<file path="src/rtl/mfhwt_pkg.sv">
// Shared constants and types for the face-detection line-buffer feeder.
package mfhwt_pkg;

  localparam int unsigned LINE_W_DEF  = 160;
  localparam int unsigned NROWS_DEF   = 4;
  localparam int unsigned FRAME_H_DEF = 120;
  localparam int unsigned DW_DEF      = 16;

  typedef enum logic [1:0] {
    ST_IDLE,
    ST_FILL,
    ST_DRAIN
  } state_e;

  // Counter width for a 0..n-1 range; never narrower than one bit.
  function automatic int unsigned cnt_w(input int unsigned n);
    return (n > 1) ? $clog2(n) : 1;
  endfunction

  localparam int unsigned COL_W  = cnt_w(LINE_W_DEF);
  localparam int unsigned ROW_W  = cnt_w(NROWS_DEF);
  localparam int unsigned LINE_W_CNT = cnt_w(FRAME_H_DEF);

endpackage

</file>
<file path="src/rtl/mfhwt_row_dispatcher.sv">
// Steers a raster pixel stream into NROWS line FIFOs, one line per FIFO,
// stalling the source between groups until the line buffer has drained.
module mfhwt_row_dispatcher
  import mfhwt_pkg::*;
#(
  parameter int unsigned LINE_W  = LINE_W_DEF,
  parameter int unsigned NROWS   = NROWS_DEF,
  parameter int unsigned DW      = DW_DEF,
  parameter int unsigned FRAME_H = FRAME_H_DEF
) (
  input  logic             iClk,
  input  logic             iRst,
  input  logic             iValid,
  input  logic             iSof,
  input  logic [DW-1:0]    iData,
  output logic             oReady,
  input  logic [NROWS-1:0] iFull,
  input  logic             iEmpty,
  output logic [NROWS-1:0] oWrreq,
  output logic [DW-1:0]    oData,
  output logic             oGroupRdy,
  output logic             oFrameDone,
  output logic             oErr,
  output logic             oOvf
);

  localparam int unsigned CW = cnt_w(LINE_W);
  localparam int unsigned RW = cnt_w(NROWS);
  localparam int unsigned LW = cnt_w(FRAME_H);

  localparam logic [CW-1:0] COL_LAST  = CW'(LINE_W - 1);
  localparam logic [RW-1:0] ROW_LAST  = RW'(NROWS - 1);
  localparam logic [LW-1:0] LINE_LAST = LW'(FRAME_H - 1);

  state_e           state_q, state_d;
  logic [CW-1:0]    col_q, col_d;
  logic [RW-1:0]    row_q, row_d;
  logic [LW-1:0]    line_q, line_d;
  logic [NROWS-1:0] wrreq_q, wrreq_d;
  logic [DW-1:0]    data_q, data_d;
  logic             grp_q, grp_d;
  logic             fdone_q, fdone_d;
  logic             err_q, err_d;
  logic             ovf_q, ovf_d;

  logic accept;
  logic wr;

  function automatic logic [NROWS-1:0] onehot(input logic [RW-1:0] r);
    logic [NROWS-1:0] v;
    v    = '0;
    v[r] = 1'b1;
    return v;
  endfunction

  assign oReady = (state_q != ST_DRAIN);
  assign accept = iValid & oReady;
  // IDLE only takes a start-of-frame pixel; row/col are already 0 there,
  // so it shares the FILL write/advance path.
  assign wr     = accept & ((state_q == ST_FILL) | ((state_q == ST_IDLE) & iSof));

  always_comb begin
    state_d = state_q;
    col_d   = col_q;
    row_d   = row_q;
    line_d  = line_q;
    wrreq_d = '0;
    data_d  = data_q;
    grp_d   = 1'b0;
    fdone_d = 1'b0;
    err_d   = err_q;
    ovf_d   = ovf_q | (|(wrreq_q & iFull));

    if (wr) begin
      wrreq_d = onehot(row_q);
      data_d  = iData;
      state_d = ST_FILL;
      // Any sof seen in FILL is misplaced: either mid-group or on the first
      // pixel of a later group (the frame's first pixel is taken in IDLE).
      if ((state_q == ST_FILL) && iSof) begin
        err_d = 1'b1;
      end
      if (col_q == COL_LAST) begin
        col_d  = '0;
        line_d = (line_q == LINE_LAST) ? '0 : line_q + LW'(1);
        if (row_q == ROW_LAST) begin
          row_d   = '0;
          state_d = ST_DRAIN;
          grp_d   = 1'b1;
          fdone_d = (line_q == LINE_LAST);
        end else begin
          row_d = row_q + RW'(1);
        end
      end else begin
        col_d = col_q + CW'(1);
      end
    end

    // wrreq_q still set means the group's final write is in flight, so an
    // iEmpty seen now predates it.
    if ((state_q == ST_DRAIN) && iEmpty && (wrreq_q == '0)) begin
      state_d = (line_q == '0) ? ST_IDLE : ST_FILL;
    end
  end

  always_ff @(posedge iClk) begin
    if (iRst) begin
      state_q <= ST_IDLE;
      col_q   <= '0;
      row_q   <= '0;
      line_q  <= '0;
      wrreq_q <= '0;
      data_q  <= '0;
      grp_q   <= 1'b0;
      fdone_q <= 1'b0;
      err_q   <= 1'b0;
      ovf_q   <= 1'b0;
    end else begin
      state_q <= state_d;
      col_q   <= col_d;
      row_q   <= row_d;
      line_q  <= line_d;
      wrreq_q <= wrreq_d;
      data_q  <= data_d;
      grp_q   <= grp_d;
      fdone_q <= fdone_d;
      err_q   <= err_d;
      ovf_q   <= ovf_d;
    end
  end

  assign oWrreq     = wrreq_q;
  assign oData      = data_q;
  assign oGroupRdy  = grp_q;
  assign oFrameDone = fdone_q;
  assign oErr       = err_q;
  assign oOvf       = ovf_q;

endmodule

</file>
<file path="config.mk">
export PLATFORM = sky130hd
export DESIGN_NAME = mfhwt_row_dispatcher
export DESIGN_NICKNAME = d
export VERILOG_FILES = /design/src/rtl/mfhwt_pkg.sv /design/src/rtl/mfhwt_row_dispatcher.sv
export SDC_FILE = /design/constraint.sdc
export NUM_CORES = 1
export LEC_CHECK = 0
export CORE_MARGIN = 3
export CORE_UTILIZATION = 35
export CTS_CLUSTER_DIAMETER = 30
export CTS_CLUSTER_SIZE = 14
export DETAILED_ROUTE_END_ITERATION = 6
export GPL_TIMING_DRIVEN = 0
export HOLD_SLACK_MARGIN = 0.15
export SLEW_MARGIN = 20
export SYNTH_ARGS = -nofsm -noshare
export SYNTH_HDL_FRONTEND = slang
export SYNTH_SLANG_ARGS = --single-unit
</file>
<file path="constraint.sdc">
create_clock -name iClk -period 2.7 [get_ports iClk]
set_clock_uncertainty 0.15 [all_clocks]
set_input_delay 0.405 -clock iClk [delete_from_list [all_inputs] [get_ports iClk]]
set_output_delay 0.405 -clock iClk [all_outputs]
set_load 0.02 [all_outputs]
</file>
==> results of run 1 <==
==> synth_stat cells (2+ instances only) <==
master	instances	area, um2
a211o_2	2	20.0
a21oi_1	24	120
a31oi_1	4	25.0
a32o_1	2	20.0
and3_1	4	25.0
clkbuf_1	7	26.3
dfxtp_1	43	861
ha_1	7	87.6
inv_1	8	30.0
nand2_1	40	150
nand2b_1	3	18.8
nand3_1	5	25.0
nand3_2	2	20.0
nand4_1	3	18.8
nor2_1	9	33.8
nor3_1	8	40.0
nor4_1	4	25.0
o21ai_0	4	20.0
or4_1	2	15.0
xnor2_1	4	35.0
==> per-layer routing <==
metal / track usage, % / vias to the layer above / share of wire, %
li1: - / 847 / -
met1: 20.5 / 722 / 51
met2: 23.9 / 60 / 40
met3: 4.64 / 5 / 8.0
met4: 3.67 / 0 / 1.1
met5: 0 / - / 0
==> worst max-delay path: cells and delay by family, from the launching register on <==
family          cells  cell delay [ns]
compound gates      1             0.18
flops               1             0.39
buf+inv             1             0.19
simple gates        3             1.08
==> layout make-up <==
cell class	instances	area (um2)	area share (%)
Timing Repair Buffer	49	490	19.8
Clock buffer	6	72.6	2.94
Multi-Input combinational cell	148	890	36.0
Sequential cell	43	861	34.8
Clock inverter	2	12.5	0.506
Inverter	8	30.0	1.22
Buffer	8	31.3	1.27
Tap cell	67	83.8	3.39
==> flip-flops by register name, summed over array words and instances (netlist names) <==
register and cells:
row_q 2, oOvf 1, oFrameDone 1, oWrreq 4
oData 16, line_q 7, oErr 1, col_q 8
state_q 2, oGroupRdy 1
==> stage by stage <==
step                      instance area, um2  hold slack, ns  utilization, %
final                                   2470           0.306            51.0
after global routing                    2470           0.321            51.0
after CTS                               2470           0.308            51.0
after detailed placement                2390           0.297            49.2
after global placement                  2390           0.293            49.2
after floorplan                         1810           0.314               -
==> final timing paths <==
path | startpoint | end | slack (ns) | cells past startpoint
max | col_q[3] | line_q[3] | 0.56 | 5
min | oData[4] | oData[4] | 0.31 | 2
max reg2reg | col_q[3] | line_q[3] | 0.56 | 5
min reg2reg | oData[4] | oData[4] | 0.31 | 2
==> kinds of logic (layout without fill, tap and decap cells) <==
family | Yosys count | count (layout) | synth area share [%]
compound gates | 44 | 44 | 15.1
xor+xnor | 5 | 5 | 2.42
fa+ha+maj | 7 | 7 | 4.83
buf+inv | 16 | 73 | 3.38
flops | 43 | 43 | 47.5
mux | 2 | 2 | 1.17
simple gates | 90 | 90 | 25.6
==> power groups by stage <==
stage | combinational (mW) | sequential, mW | clock [mW]
3_3_place_gp | 0.146 | 0.677 | 0
6_report | 0.145 | 0.662 | 0.403
3_5_place_dp | 0.147 | 0.678 | 0
5_1_grt | 0.159 | 0.665 | 0.439
4_1_cts | 0.147 | 0.663 | 0.415
2_1_floorplan | 0.0487 | 0.695 | 0
==> results.sh, run 1 <==
export IMPL_status="completed"
export IMPL_ctsHoldBuffers=0
export IMPL_grt_usage_pct=15.2
export IMPL_clk_pin_slew_ns=0.08
export IMPL_clockBufferDepth=2
export IMPL_via_per_inst=4.94
export IMPL_routedWlPerCell_um=13.4
export IMPL_final_cells=331
export IMPL_slowest_delay_ns=0.49
export IMPL_p_comb_share_pct=12.0
export IMPL_worst_slew_pin_slew_ns=0.735
export IMPL_final_common_cell="clkdlybuf4s50_1"
export IMPL_cp_start_kind="flip-flop"
export IMPL_ys_async_sr_fraction_pct=0
export IMPL_pwr_share_clk_pct=33.3
export IMPL_min_period_over_period_pct=79.3
export IMPL_max_freq_mhz=467
export IMPL_place_ws_ns=0.290
export IMPL_die_x_um=77.9
export IMPL_synth_avg_cell_area_um2=8.75
export IMPL_clk_latency_ns=0.29
export IMPL_gp_congestion=0.831
export IMPL_root_buffer="clkbuf_8"
export IMPL_path_class="reg -> reg"
export IMPL_cts_tree="built"
export IMPL_place_inst=323
export IMPL_maxCapViolations=0
export IMPL_period_needed_ns=2.14
export IMPL_cell_internal_pwr_mw=0.906
export IMPL_vias=1634
export IMPL_cp_slowest_cell="nor2_1"
export IMPL_powerDensity_nw_per_um2=490
export IMPL_grt_ovfl_total=0
export IMPL_finalSetupTns_ns=0
export IMPL_finalHoldViolations=0
export IMPL_drt_iter0_drc=73
export IMPL_wl_um=4430
export IMPL_cts_inserted_buffers=5
export IMPL_cts_sinks=43
export IMPL_nNetsFinal=295
export IMPL_drtAntennaViolNets=0
export IMPL_syn_area_um2=1810
export IMPL_die_area_um2=6080
export IMPL_grt_max_degree=14
export IMPL_required_ns=2.70
export IMPL_critical_path_max_fanout=9
export IMPL_synth_seq_cells=43
export IMPL_crit_path_end_kind="flip-flop"
export IMPL_syn_nets=239
export IMPL_drc=0
export IMPL_ys_warn_count=0
export IMPL_synth_main_ff_cell="dfxtp_1"
export IMPL_rows=25
export IMPL_maxSlewHeadroom_pct=50.8
export IMPL_power_share_switching_pct=25.2
export IMPL_antennaDiodeCount=0
export IMPL_arrival_ns=2.14
export IMPL_rsz0062_at_grt="false"
export IMPL_post_cts_repair_setup_buffers=0
export IMPL_core_um2=4850
export IMPL_final_max_slew_violation_count=0
export IMPL_leakagePower_nw=0.834
export IMPL_synthToLayoutAreaGrowth_pct=36.4
export IMPL_cts_resized=0
export IMPL_die_h_um=77.9
export IMPL_cts_max_level=2
export IMPL_drive_gt1_share_pct=6.82
export IMPL_setup_viol=0
export IMPL_grt_first_pass_wirelength_um=7510
export IMPL_grt_pass1_vias=1555
export IMPL_start_util_pct=37.4
export IMPL_fillers=481
export IMPL_seq_power_share_pct=54.7
export IMPL_yosys_cell_types_count=42
export IMPL_antenna_found_initial=0
export IMPL_drtPass1Iterations=4
export IMPL_synth_enable_flop_cells=0
export IMPL_synthCells=207
export IMPL_fin_ws_ns=0.559
export IMPL_dp_hpwl_um=3190
export IMPL_final_cell_mix="clkdlybuf4s50_1, dfxtp_1, nand2_1, a21oi_1, nor2_1"
export IMPL_port_buffers=49
export IMPL_ios=50
export IMPL_peakVddDrop_mv=0.229
export IMPL_p_total_mw=1.21
export IMPL_p_sw_mw=0.305
export IMPL_path_cells="nand3_2 > or4b_1 > clkbuf_2 > nor2_1 > a311oi_1"
export IMPL_min_path_type="reg -> reg"
export IMPL_yosysSeqAreaShare_pct=47.5
No activity file was read; power rests on OpenSTA's default activity.
==> run 2: changes to the inputs <==
==> constraint.sdc (replaced) <==
create_clock -name iClk -period 1.7 [get_ports iClk]
set_clock_uncertainty 0.15 [all_clocks]
set_input_delay 0.255 -clock iClk [delete_from_list [all_inputs] [get_ports iClk]]
set_output_delay 0.255 -clock iClk [all_outputs]
set_load 0.02 [all_outputs]
==> results.sh, run 2 (synthesis gave the netlist of run 1 again) <==
export IMPL_wl_um=4730
export IMPL_powerDensity_nw_per_um2=698
export IMPL_design_area_um2=2750
export IMPL_power_share_switching_pct=24.9
export IMPL_cts_inserted_buffers=5
export IMPL_wl_met1_um=2220
export IMPL_routedWlPerCell_um=13.7
export IMPL_maxCapViolations=0
export IMPL_root_buffer="clkbuf_8"
export IMPL_whs_path_depth=3
export IMPL_r2r_start="col_q[3]"
export IMPL_final_max_slew_violation_count=0
export IMPL_grt_ovfl_total=0
export IMPL_via_per_inst=4.88
export IMPL_leakagePower_nw=1.05
export IMPL_p_total_mw=1.92
export IMPL_setup_viol=7
export IMPL_nNetsFinal=310
export IMPL_dr_wl_met3_um=328
export IMPL_p_sw_mw=0.477
export IMPL_port_buffers=49
export IMPL_period_needed_ns=1.81
export IMPL_vias=1690
export IMPL_peakVddDrop_mv=0.368
export IMPL_cts_max_level=2
export IMPL_cts_tree="built"
export IMPL_dp_hpwl_um=3140
export IMPL_antennaDiodeCount=0
export IMPL_drc=0
export IMPL_ctsHoldBuffers=0
export IMPL_grt_first_pass_wirelength_um=7600
export IMPL_cts_sinks=43
export IMPL_antenna_found_initial=0
export IMPL_die_x_um=77.9
export IMPL_start_util_pct=37.4
export IMPL_rows=25
export IMPL_seq_power_share_pct=54.5
export IMPL_drt_iter0_drc=51
export IMPL_path_class="reg -> reg"
export IMPL_cell_internal_pwr_mw=1.44
export IMPL_wl_met2_um=2150
export IMPL_critical_path_max_fanout=6
export IMPL_ios=50
export IMPL_min_path_type="in -> reg"
export IMPL_die_area_um2=6080
export IMPL_drive_gt1_share_pct=21.5
export IMPL_status="finished with violations"
export IMPL_cp_slowest_cell="or4b_4"
export IMPL_grt_pass1_vias=1579
export IMPL_gp_congestion=0.775
export IMPL_required_ns=1.77
export IMPL_path_cells="nand3_4 > or4b_4 > buf_8 > or4_1 > a21oi_1"
export IMPL_synthToLayoutAreaGrowth_pct=51.6
export IMPL_place_inst=323
export IMPL_final_cells=346
export IMPL_worstRegToRegCells=5
export IMPL_clk_pin_slew_ns=0.08
export IMPL_clockBufferDepth=2
export IMPL_grt_usage_pct=15.5
export IMPL_top_layer_used="met4"
export IMPL_violations="setup timing"
export IMPL_hold_start="iSof"
export IMPL_max_freq_mhz=551
export IMPL_pwr_share_clk_pct=32.6
export IMPL_slowest_delay_ns=0.49
export IMPL_worst_slew_pin_slew_ns=0.366
export IMPL_p_comb_share_pct=12.9
export IMPL_die_h_um=77.9
export IMPL_core_um2=4850
export IMPL_finalSetupTns_ns=-0.606
export IMPL_cp_start_kind="flip-flop"
export IMPL_rsz0062_at_grt="true"
export IMPL_maxSlewHeadroom_pct=75.5
export IMPL_post_route_util_pct=56.6
export IMPL_finalHoldViolations=0
export IMPL_drtAntennaViolNets=0
export IMPL_crit_path_end_kind="flip-flop"
export IMPL_cp_startpoint="col_q[3]"
export IMPL_postPlaceCellArea_um2=2410
export IMPL_largest_register_ffs=16
export IMPL_fin_ws_ns=-0.114
export IMPL_reg2reg_slack_ns=-0.11
export IMPL_drtPass1Iterations=4
export IMPL_final_cell_mix="nand2_1, clkdlybuf4s50_1, dfxtp_1, a21oi_1, buf_4"
export IMPL_arrival_ns=1.89
export IMPL_clk_latency_ns=0.29
export IMPL_min_period_over_period_pct=107
export IMPL_grt_max_degree=14
-- run 2: cell count changes in the layout (fill, tap and decap cells not counted), sizes merged --
cell | previous run | this run
clkbuf | 14 | 12
dlymetal6s2s | 0 | 5
buf | 0 | 17
dlygate4sd2 | 0 | 5
clkdlybuf4s50 | 49 | 39
-- run 2: final timing paths --
path | to
worst max-delay path | row_q[0]
worst min-delay path | oErr
worst max register to register | row_q[0]
worst min register to register | oData[1]
-- run 2: stage by stage --
step	setup WS, ns	hold slack, ns
detailed placement	-0.607	0.296
global placement	-0.568	0.291
CTS	-0.122	0.308
floorplan	-0.121	0.241
finish	-0.114	0.208
global route	-0.171	0.252
-- run 2: final cells by class --
| cell class | count | area [um2] |
|---|---|---|
| fill | 450 | 2100 |
| multi-input combinational | 148 | 998 |
| sequential | 43 | 881 |
| timing repair buffer | 64 | 613 |
| tap | 67 | 83.8 |
| clock buffer | 6 | 72.6 |
| buffer | 8 | 55.1 |
| inverter | 8 | 30.0 |
| clock inverter | 2 | 12.5 |
-- run 2: layer usage --
metal	vias up	GRT usage (%)
met4	0	3.32
met2	61	25.3
met5	-	0
met1	747	20.0
met3	5	5.10
li1	877	-
-- run 2: repair_timing --
| item | CTS | global route |
|---|---|---|
| pin swaps | 8 | 4 |
| gates resized for setup | 25 | 34 |
| endpoints found under the setup margin | 34 | 46 |
| buffers inserted | 11 | 4 |
-- run 2: power by group through the flow --
| stage | logic [mW] | registers [mW] | clock network [mW] |
|---|---|---|---|
| after floorplan | 0.0774 | 1.10 | 0 |
| after global placement | 0.231 | 1.08 | 0 |
| after detailed placement | 0.232 | 1.08 | 0 |
| after CTS | 0.241 | 1.05 | 0.659 |
| after global routing | 0.268 | 1.05 | 0.708 |
| final | 0.247 | 1.05 | 0.625 |
-- run 2: critical path: cells and delay by family (launching register included) --
| kind | cells | cell delay [ns] |
|---|---|---|
| flops | 1 | 0.37 |
| buf+inv | 1 | 0.15 |
| simple gates | 3 | 0.95 |
| compound gates | 1 | 0.12 |
